`src/rtl/mux_sel_arbiter.sv`:
```
// Two-source burst arbiter driving the enable/select of a downstream 2:1 mux.
// Each requester holds the grant for up to BURST consecutive cycles when the other is waiting.
module mux_sel_arbiter #(
  parameter int unsigned BURST = 4
) (
  input  logic       clk,
  input  logic       rst_n,
  input  logic       req0,
  input  logic       req1,
  output logic       e,
  output logic       s,
  output logic       gnt0,
  output logic       gnt1,
  output logic [3:0] beat_cnt
);

  localparam int unsigned CNT_W = 4;
  localparam logic [CNT_W-1:0] LAST_BEAT = CNT_W'(BURST - 1);

  typedef enum logic [1:0] {
    IDLE = 2'd0,
    G0   = 2'd1,
    G1   = 2'd2
  } state_t;

  state_t           state;
  state_t           state_nxt;
  logic [CNT_W-1:0] cnt_nxt;
  logic             last;
  logic             last_nxt;

  // Next-state, next-count and fairness bookkeeping
  always_comb begin
    state_nxt = state;
    cnt_nxt   = beat_cnt;
    last_nxt  = last;
    unique case (state)
      IDLE: begin
        cnt_nxt = '0;
        if (req0 && (!req1 || last)) begin
          state_nxt = G0;
          last_nxt  = 1'b0;
        end else if (req1) begin
          state_nxt = G1;
          last_nxt  = 1'b1;
        end
      end
      G0: begin
        if (!req0 || (beat_cnt >= LAST_BEAT)) begin
          cnt_nxt = '0;
          if (req1) begin
            state_nxt = G1;
            last_nxt  = 1'b1;
          end else if (!req0) begin
            state_nxt = IDLE;
          end
        end else begin
          cnt_nxt = CNT_W'(beat_cnt + CNT_W'(1));
        end
      end
      G1: begin
        if (!req1 || (beat_cnt >= LAST_BEAT)) begin
          cnt_nxt = '0;
          if (req0) begin
            state_nxt = G0;
            last_nxt  = 1'b0;
          end else if (!req1) begin
            state_nxt = IDLE;
          end
        end else begin
          cnt_nxt = CNT_W'(beat_cnt + CNT_W'(1));
        end
      end
      default: begin
        state_nxt = IDLE;
        cnt_nxt   = '0;
      end
    endcase
  end

  // last resets to 1 so source 0 wins the first contention
  always_ff @(posedge clk or negedge rst_n) begin
    if (!rst_n) begin
      state    <= IDLE;
      last     <= 1'b1;
      beat_cnt <= '0;
      e        <= 1'b0;
      s        <= 1'b0;
      gnt0     <= 1'b0;
      gnt1     <= 1'b0;
    end else begin
      state    <= state_nxt;
      last     <= last_nxt;
      beat_cnt <= cnt_nxt;
      e        <= (state_nxt != IDLE);
      s        <= (state_nxt == G1);
      gnt0     <= (state_nxt == G0);
      gnt1     <= (state_nxt == G1);
    end
  end

endmodule

```
`config.mk`:
```
export PLATFORM = sky130hd
export DESIGN_NAME = mux_sel_arbiter
export DESIGN_NICKNAME = d
export VERILOG_FILES = /design/src/rtl/mux_sel_arbiter.sv
export SDC_FILE = /design/constraint.sdc
export NUM_CORES = 1
export LEC_CHECK = 0
export CAP_MARGIN = 40
export CORE_MARGIN = 2
export CORE_UTILIZATION = 32
export CTS_BUF_LIST = sky130_fd_sc_hd__clkbuf_8
export DETAILED_ROUTE_END_ITERATION = 6
export GPL_TIMING_DRIVEN = 0
export HOLD_SLACK_MARGIN = 0.05
export SLEW_MARGIN = 20
export SYNTH_ARGS = -nofsm -noshare
export SYNTH_HDL_FRONTEND = slang
export SYNTH_SLANG_ARGS = --single-unit
```
`constraint.sdc`:
```
create_clock -name clk -period 2.25 [get_ports clk]
set_input_delay 0.45 -clock clk [delete_from_list [all_inputs] [get_ports clk]]
set_output_delay 0.45 -clock clk [all_outputs]
set_load 0.02 [all_outputs]
```
-- Word level (Yosys, flattened, before mapping)
Cells that the tools add are included.
- register bits: 10
- output and inout port bits: 8
- add/sub/neg operators: 1
- order comparisons: 1
- equality and inequality tests: 7
- mux-type cells: 18
- reduce and logical (&&, ||, !) cells: 10
- operators by type and width (kind ; number):
    2-to-1 mux 2 bit ; 8
    2-to-1 mux 4 bit ; 2
    one-hot mux 4 bit (2 select lines) ; 1
    != test 2 bit (second input constant) ; 3
    one-hot mux 2 bit (3 select lines) ; 1
    2-to-1 mux 1 bit ; 5
    adder 4 x 1 -> 4 bit (second input constant) ; 1
    equality test 2 x 1 -> 1 bit (second input constant) ; 2
    equality test 2 bit (second input constant) ; 2
    greater-or-equal comparator 4 x 2 -> 1 bit (second input constant) ; 1
    AND reduction 4 bit ; 1
    logical OR 1 bit ; 3
    one-hot mux 1 bit (3 select lines) ; 1
    nonzero test 3 bit ; 1
    zero test 1 bit ; 2
    zero test 2 bit ; 1
    nonzero test 2 bit ; 1
    logical AND 1 bit ; 1

-- Depth between registers and ports, before layout
Gate-level depths: netlist (run 1).
- word-level depth: 6
- mapped depth: 6
- gate-level depth less buffers: 6

-- Least setup slack after synthesis (run 1)
Ideal clock, no wire load.
- path kind: register to register
- from: reg beat_cnt[0]
- to: reg gnt1
- data arrival time: 1.552 ns
- path slack: 0.566 ns
- cell stages (with the launch flop): 6
- path buffers: 0
- clock period less this slack: 1.684 ns
- path through: dfrtp_1 -> ha_1 -> or3_1 -> a211oi_1 -> a221oi_2 -> nor3b_1
- word-level cells in the longest chain between the ends: 5
- elaborated cells on any way between the ends: 7
- RTL lines (what ; RTL line ; text):
    from (decl) ; 14 ; output logic [3:0] beat_cnt
    from (signal assigned) ; 94 ; beat_cnt <= cnt_nxt;
    greater-or-equal comparator 4 x 2 -> 1 bit * ; 49, 62 ;
    logical OR 1 bit, on equally long branches ; 62, 49 ;
    2-to-1 mux 2 bit, on equally long branches ; 62, 49 ;
    one-hot mux 2 bit (3 select lines) * ; 37 ; unique case (state)
    equality test 2 bit * ; 98 ; gnt1 <= (state_nxt == G1);
    to (signal assigned) ; 98 ;
    to (decl) ; 13 ; output logic gnt1,
Every way passes the cells marked *; elsewhere a longest branch is shown, timed or not.
A chain may end at the register's enable or synchronous reset.

-- Final worst setup path (run 1)
- from: reg state[0]
- to: reg gnt0
- word-level cells in the longest chain between the ends: 5
- elaborated cells on any way between the ends: 13
- RTL lines (what ; RTL line ; text):
    from (decl) ; 26 ; state_t state;
    from (signal assigned) ; 92 ; state <= state_nxt;
    2-to-1 mux 2 bit, on equally long branches ; 67, 54 ;
    2-to-1 mux 2 bit, on equally long branches ; 64, 51 ;
    2-to-1 mux 2 bit, on equally long branches ; 62, 49 ;
    one-hot mux 2 bit (3 select lines) * ; 37 ;
    equality test 2 x 1 -> 1 bit * ; 97 ; gnt0 <= (state_nxt == G0);
    to (signal assigned) ; 97 ;
    to (decl) ; 12 ; output logic gnt0,
Marks and branches as above.

==> results of run 1 <==
metrics by stage:
step                total power, mW  cell area [um^2]  hold slack [ns]
global route                 0.9700             769.5           0.5077
global placement             0.6778             714.4           0.4533
floorplan                    0.5571             583.1           0.1544
CTS                          0.9114             769.5           0.4721
finish                       0.9066             769.5           0.4832
detailed placement           0.6822             714.4           0.4521
critical path: cells and delay by family, from the launching register on:
family	cells	cell delay (ns)
buffers and inverters	1	0.11
adders and majority gates	1	0.27
DFF	1	0.45
and+or+nand+nor	2	0.34
AOI/OAI and AO/OA	2	0.52
state kept, by name (all words and copies together) (netlist names):
signal and flops:
beat_cnt 4, state 2, e 1, gnt0 1
gnt1 1, last 1
Yosys cell counts:
master | count | area, um^2
a221oi_2 | 2 | 30.03
nor3b_2 | 1 | 12.51
conb_1 | 1 | 3.750
a211oi_1 | 1 | 7.510
o211ai_1 | 1 | 7.510
nand3_1 | 1 | 5.000
or3_1 | 1 | 6.260
inv_1 | 5 | 18.77
a21oi_1 | 2 | 10.01
ha_1 | 6 | 75.07
nor4b_2 | 1 | 15.01
dfstp_2 | 1 | 26.28
o311ai_1 | 1 | 8.760
and3_1 | 1 | 6.260
nor2_1 | 5 | 18.77
nor3b_1 | 1 | 7.510
mux2i_1 | 1 | 10.01
a31oi_1 | 3 | 18.77
buf_4 | 2 | 15.01
o21ai_1 | 1 | 5.000
nor3_1 | 1 | 5.000
nand2_1 | 7 | 26.28
dfrtp_1 | 9 | 225.2
o21ai_0 | 3 | 15.01
worst max-delay path by stage:
| stage | from | cells after the start | endpoint |
|---|---|---|---|
| after floorplan | beat_cnt[0]$_DFF_PN0_ | 5 | gnt1$_DFF_PN0_ |
| after global placement | req0 | 5 | gnt1$_DFF_PN0_ |
| after detailed placement | req0 | 5 | gnt1$_DFF_PN0_ |
| after CTS | beat_cnt[0]$_DFF_PN0_ | 5 | gnt1$_DFF_PN0_ |
| after global routing | beat_cnt[0]$_DFF_PN0_ | 5 | gnt1$_DFF_PN0_ |
| final | state[0]$_DFF_PN0_ | 6 | gnt0$_DFF_PN0_ |
power groups by stage:
stage	Clock, mW	Combinational (mW)	Sequential (mW)
after floorplan	0	0.248	0.309
after CTS	0.230	0.398	0.283
after global placement	0	0.394	0.284
after detailed placement	0	0.396	0.287
final	0.226	0.398	0.283
after global routing	0.240	0.441	0.289
routing by layer:
layer / track usage (%) / vias to the layer above / part of all wire [%]
li1: - / 230 / -
met2: 18.89 / 11 / 40
met5: 0 / - / 0
met3: 3.529 / 5 / 5.1
met1: 17.15 / 224 / 51
met4: 12.00 / 0 / 3.3
area by class of cell:
| cell class | instances | area [um^2] | area share, % |
|---|---|---|---|
| Multi-Input combinational cell | 42 | 297.8 | 38.70 |
| Sequential cell | 10 | 251.5 | 32.68 |
| Inverter | 5 | 18.77 | 2.439 |
| Clock buffer | 4 | 55.05 | 7.154 |
| Timing Repair Buffer | 10 | 100.1 | 13.01 |
| Tap cell | 25 | 31.28 | 4.065 |
| Buffer | 2 | 15.01 | 1.951 |
kinds of logic after synthesis:
group,count (synthesis)
compound gates,14
fa+ha+maj,6
buf+inv,7
flops,10
mux,1
other cells,1
simple gates,19
==> metrics.cfg, run 1 <==
[sta]
fin_crit_ns=1.760
skew_ns=0.002112
finalSetupViolations=0
worst_slack_ns=0.4902
finalHoldViolations=0
final_max_slew_viol_count=0
finalCritPeriodShare_pct=78.21
rsz0062_at_grt=no
timing.fmax_ghz=0.5683
tns_ns=0

[die]
dieArea_um2=2166
io_pins=12
die_h_um=46.55
die_x_um=46.55
start_util_pct=33.92
core_area_um2=1708
num_rows=15

[detailed_routing]
route.detailed.drc=0
drtIter0Drc=12
via_count=470
drt_wl_total_um=1135
antenna_left=0
first_pass_iters=4
via_per_inst=4.796
routedWlPerCell_um=11.58

[pwr]
swShare_pct=36.14
pwr-share-seq_pct=31.2
p_per_area_nw_per_um2=1178
clkPwrFrac_pct=24.9
leakage_nw=0.3449
p_sw_mw=0.3276
comb_power_share_pct=43.9
power.internal_mw=0.5790
peakVddDrop_mv=0.5011

[placed_design]
io_buffer_count=10
pre_cts_ws_ns=0.2550
gp_congestion=0.7674
dp.cells=94
dp_hpwl_um=828.3

[final_layout]
postLayoutCoreUtil_pct=45.05
final_common_cell=clkdlybuf4s50_1
final_cell_mix=clkdlybuf4s50_1, dfrtp_1, nand2_1
fin_nets=84
antenna_cells=0
final_layout_size_suffix_gt1_share_pct=15.07
area_growth_syn_to_layout_pct=32.83
num-fill-cells=168
final_cells=98

[worst_setup_path]
cp_max_fo=6
r2r-start=state[0]$_DFF_PN0_
r2r_end=gnt0$_DFF_PN0_
crit_chain=inv_1 > ha_1 > nand3_1 > o211ai_1 > a221oi_2 > nor3b_2
cpMaxStageDelayCell=dfrtp_1
crit_required_ns=2.41
crit_arrival_ns=1.92
cpPeakStageDelay_ns=0.45
r2r.worst_path.cells=6
critical_path.startpoint_type=flop
crit_type=reg -> reg
end_kind=flop
rrSetupSlack_ns=0.49

[synthesis]
netlist_area_um2=579.3
synthAdderAreaFrac_pct=12.96
yosysWarnings=0
synth.area.mux_share_pct=1.728
synth_cell_types=24
synthCells=58
seq_area_frac_synth_pct=43.41
synth_top_family_by_area=compound AO/OA/AOI/OAI gates
synth_compound_area_share_pct=17.71
synth.avg_cell_area_um2=9.988
ys_seq_elements=10
synth-simple-area-share_pct=17.71
synth_xor_area_share_pct=0

[outcome]
status=completed

[cts]
postCtsHoldBufs=0
cts-root-buf=clkbuf_8
clk_latency_ns=0.24
h-tree-depth=1
cts_sinks=10
post_cts_buffers=0
clk_pin_slew_worst_paths_ns=0.05
cts_buffers=3
clockBufferDepth=2
cts.repair.resized=0
cts_tree=yes

[job]
drv_cap=0

[global_route]
grt_use_total_pct=13.64
grt_max_degree=11
grt_pass1_wl_um=1966
grt_overflow=0
grt_antenna_before_repair=0
grt_pass1_vias=473

[hold_path]
hold_start=beat_cnt[0]$_DFF_PN0_
hold_path_depth=1
min_to=beat_cnt[0]$_DFF_PN0_
hold_path.class=reg -> reg

Note: power is estimated with default switching activity, not from simulation.
==> run 2, diff against run 1 <==
clock period = 1.6 ns   (was 2.25 ns; I/O delays follow)
==> run 2 against run 1 <==
  * The run now ends with setup timing left
  * Register-to-register slack worse by 0.57 ns
  * Core utilization is 5.6 points higher
  * Final cell count is 6.1% higher
  * Total power is 54% higher
  * Clock power is 36% higher
  * Fmax is 4.5% higher
  * Setup slack worse by 0.57 ns
  * Critical path depth stayed put
  * Critical path type unchanged
  * Highest routed layer unchanged
==> metrics.cfg, run 2 (synthesis gave the netlist of run 1 again) <==
[outcome]
status=finished, violations left
failed_checks=setup timing

[sta]
rsz0062_at_grt=yes
timing.fmax_ghz=0.5939
skew_ns=0.0003546
finalHoldViolations=0
final_max_slew_viol_count=0
finalSetupViolations=3
fin_crit_ns=1.684
finalCritPeriodShare_pct=105.2
hold_slack_ns=0.3913
tns_ns=-0.1512
worst_slack_ns=-0.08388

[cts]
h-tree-depth=1
cts_tree=yes
cts_buffers=3
clockBufferDepth=2
clk_latency_ns=0.23
postCtsHoldBufs=0
clk_pin_slew_worst_paths_ns=0.05
cts-root-buf=clkbuf_8
cts_sinks=10

[pwr]
p_per_area_nw_per_um2=1612
leakage_nw=0.3944
peakVddDrop_mv=1.256
p_total_mw=1.396

[placed_design]
gp_congestion=0.7571
pre_cts_ws_ns=-0.2768
io_buffer_count=10
dp_hpwl_um=840.6
placedInstanceArea_um2=723.2

[global_route]
grt_use_total_pct=14.03
grt_pass1_wl_um=2076
grt_pass1_vias=472
grt_antenna_before_repair=0
grt_overflow=0
grt_max_degree=11

[die]
dieArea_um2=2166
core_area_um2=1708
io_pins=12
die_x_um=46.55
die_h_um=46.55
start_util_pct=33.92
num_rows=15

[detailed_routing]
drtIter0Drc=3
via_per_inst=4.635
route.detailed.drc=0
routedWlPerCell_um=11.68
first_pass_iters=5
antenna_left=0
drt_wl_total_um=1215
via_count=482

[final_layout]
antenna_cells=0
fin_nets=90
multi_input_area_um2=346.6
register_area_um2=255.2
final_layout_size_suffix_gt1_share_pct=34.18
final_common_cell=buf_4
reg.largest.list=beat_cnt (4), state (2)
largest_register_ffs=4
num-fill-cells=160
final_cell_mix=buf_4, nand2_1, dfrtp_1, clkdlybuf4s50_1
regMostFlops=beat_cnt
area_growth_syn_to_layout_pct=49.46
final_area_um2=865.8

[worst_setup_path]
crit_required_ns=1.71
crit_chain=ha_4 > or3_4 > o211ai_1 > a221oi_2 > buf_4 > nor3b_2
cp_top_family=simple AND/OR/NAND/NOR gates
crit_type=reg -> reg
crit_arrival_ns=1.79
cp_num_buf_inv=1
cpMaxStageDelayCell=dfrtp_2
cpPeakStageDelay_ns=0.42
end_kind=flop
cp_max_fo=4
critical_path.startpoint_type=flop

[hold_path]
hold_path.class=in -> async

[job]
drv_cap=0

## run 2: cell types whose count changed in the layout (fill, tap and decap cells not counted), moves of 2 or more
cell,change
ha_2,+2
dfrtp_2,+3
dlygate4sd2_1,+3
buf_4,+6
ha_1,-3
dfrtp_1,-3
clkdlybuf4s50_1,-4
## run 2: layout make-up
| type | count | share of cell area, % |
|---|---|---|
| buffer | 2 | 1.734 |
| timing repair buffer | 16 | 16.62 |
| multi-input combinational | 42 | 40.03 |
| sequential | 10 | 29.48 |
| tap | 25 | 3.613 |
| inverter | 5 | 2.168 |
| clock buffer | 4 | 6.358 |
## run 2: per-layer routing
| layer | global-route usage (%) | routed length [um] |
|---|---|---|
| met1 | 18.31 | 606 |
| met2 | 19.44 | 531 |
| met3 | 3.137 | 43 |
| met4 | 11.43 | 33 |
| met5 | 0 | 0 |
## run 2: final timing paths
| path | startpoint | end | slack (ns) | cells past startpoint |
|---|---|---|---|---|
| min in group clk | req1 | last$_DFFE_PN1P_ | 0.44 | 3 |
| max in group asynchronous | rst_n | last$_DFFE_PN1P_ | 0.88 | 1 |
| min | rst_n | gnt0$_DFF_PN0_ | 0.39 | 1 |
| min reg2reg | beat_cnt[0]$_DFF_PN0_ | beat_cnt[0]$_DFF_PN0_ | 0.56 | 2 |
| max | beat_cnt[0]$_DFF_PN0_ | gnt0$_DFF_PN0_ | -0.08 | 6 |
| max reg2reg | beat_cnt[0]$_DFF_PN0_ | gnt0$_DFF_PN0_ | -0.08 | 6 |
## run 2: stage by stage
step,cells,utilization [%]
2_1_floorplan,59,-
3_3_place_gp,94,42.34
3_5_place_dp,94,42.34
4_1_cts,103,50.11
5_1_grt,104,50.70
6_report,104,50.70
## run 2: power breakdown
| group | internal (mW) | leakage (nW) | switching (mW) |
|---|---|---|---|
| Combinational | 0.352 | 0.245 | 0.350 |
| Sequential | 0.342 | 0.121 | 0.0444 |
| Clock | 0.216 | 0.0288 | 0.0914 |
| Total | 0.910 | 0.394 | 0.486 |
## run 2: repair_timing
item / CTS / global route
buffers inserted: 5 / 2
gates resized for setup: 12 / 1
pin swaps: 4 / 3
setup endpoints to repair: 6 / 6
==> run 3, diff against run 2 <==
CORE_UTILIZATION = 40   (was 32)
PLACE_DENSITY = 0.67   (was unset)
==> run 3 against run 2 <==
  * Via count decreased by 2.1%
  * Highest routed layer unchanged
  * Clock skew increased by 0.0041 ns
  * The flow still finishes with violations (setup timing)
  * Non-clock buffer count decreased by 5
  * Clock-buffer cell count decreased by 1
  * Flip-flop and latch count unchanged
  * Sequential share of layout area increased by 2.1 points
==> metrics.cfg, run 3 (synthesis gave the netlist of run 1 again) <==
[global_route]
grt_antenna_before_repair=0
grt_use_total_pct=15.10
grt_max_degree=11
grt_overflow=0
grt_pass1_vias=457
grt_pass1_wl_um=2049

[final_layout]
final_cell_mix=nand2_1, dfrtp_1, inv_1, clkdlybuf4s50_1, nor2_1
largest_register_ffs=4
fin_nets=85
regMostFlops=beat_cnt
reg.largest.list=beat_cnt (4), state (2)
final_layout_size_suffix_gt1_share_pct=25.68
postLayoutCoreUtil_pct=60.23
area_growth_syn_to_layout_pct=38.66
antenna_cells=0

[sta]
finalCritPeriodShare_pct=106.0
finalHoldViolations=0
worst_slack_ns=-0.09553
tns_ns=-0.1868
rsz0062_at_grt=yes
skew_ns=0.004482
timing.fmax_ghz=0.5898
finalSetupViolations=3
fin_crit_ns=1.696
final_max_slew_viol_count=0

[worst_setup_path]
crit_type=reg -> reg
cp_num_buf_inv=0
r2r-start=beat_cnt[0]$_DFF_PN0_
critical_path.startpoint_type=flop
crit_path_start=beat_cnt[0]$_DFF_PN0_
crit_chain=ha_4 > o311ai_2 > o211ai_1 > a221oi_2 > nor3b_2
crit_required_ns=1.75
cp_top_family=compound AO/OA/AOI/OAI gates
end_kind=flop
cp_max_fo=4
cpMaxStageDelayCell=dfrtp_2
crit_arrival_ns=1.84
cpPeakStageDelay_ns=0.43

[die]
die_h_um=42.06
die_x_um=42.06
io_pins=12
core_area_um2=1334
num_rows=13
dieArea_um2=1769
start_util_pct=43.43

[detailed_routing]
routedWlPerCell_um=13.60
wl_met1_um=547
drtIter0Drc=7
via_per_inst=5.303
first_pass_iters=4
antenna_left=0
via_count=472
wl_met2_um=610
drt_wl_total_um=1210
top_layer_used=met4
routed-wl-met3_um=46
route.detailed.drc=0

[pwr]
p_total_mw=1.256
peakVddDrop_mv=0.9170
p_per_area_nw_per_um2=1564
leakage_nw=0.3823

[placed_design]
gp_congestion=0.7093
dp_hpwl_um=862.4
io_buffer_count=10

[outcome]
status=finished, violations left
failed_checks=setup timing

[hold_path]
hold_path.class=in -> async

[cts]
h-tree-depth=1
cts_tree=yes
postCtsHoldBufs=0
clockBufferDepth=2
cts-root-buf=clkbuf_8
cts_sinks=10
clk_pin_slew_worst_paths_ns=0.05
cts_buffers=3
clk_latency_ns=0.23

[job]
drv_cap=0

==> run 3: changes by cell type in the layout (fill, tap and decap cells not counted) <==
cell            previous run  this run
clkbuf_8                   4         3
inv_1                      5         6
buf_4                      8         3
or3_4                      1         0
dfrtp_1                    6         7
dlymetal6s2s_1             1         2
dlygate4sd2_1              3         2
dfrtp_2                    3         2
or3_1                      0         1
==> run 3: final cells by class <==
type,instances,area (um^2)
inverters,5,18.77
clock inverters,1,3.754
flip-flops and latches,10,254.0
plain buffers,2,15.01
fillers,117,530.5
multi-input cells,42,341.6
well taps,15,18.77
repair buffers,11,110.1
clock buffers,3,41.29
==> run 3: path summary, 6_finish.rpt <==
kind                                    endpoint  slack [ns]  cells after the start
max                               gnt0$_DFF_PN0_        -0.1                      5
min                               gnt1$_DFF_PN0_        0.40                      1
max reg2reg                       gnt0$_DFF_PN0_        -0.1                      5
min reg2reg                beat_cnt[0]$_DFF_PN0_        0.48                      1
max in group asynchronous       last$_DFFE_PN1P_        0.87                      1
min in group clk                last$_DFFE_PN1P_        0.47                      3
==> run 3: per-layer routing <==
layer  global-route usage, %  vias to the layer above
li1                        -                      233
met1                   20.60                      225
met2                   23.75                       12
met3                   3.017                        2
met4                   5.625                        0
met5                       0                        -
==> run 3: power breakdown <==
group	switching [mW]	internal (mW)
clock network	0.0829	0.166
logic	0.321	0.286
registers	0.0595	0.340
total	0.464	0.793
==> run 3: stage by stage <==
stage	cell area, um^2	worst slack, ns	instances	hold slack, ns
floorplan	591.8	0.004513	59	0.02441
global placement	710.7	-0.2413	84	0.4437
detailed placement	710.7	-0.2714	84	0.4528
CTS	784.5	-0.08143	89	0.4098
global route	803.3	-0.2203	89	0.4248
finish	803.3	-0.09553	89	0.4018
==> run 3: repair_timing <==
action,in CTS,in global routing
buffers inserted,1,0
cloned,0,0
gates resized for setup,7,4
endpoints found under the setup margin,6,7
pin swaps,4,2
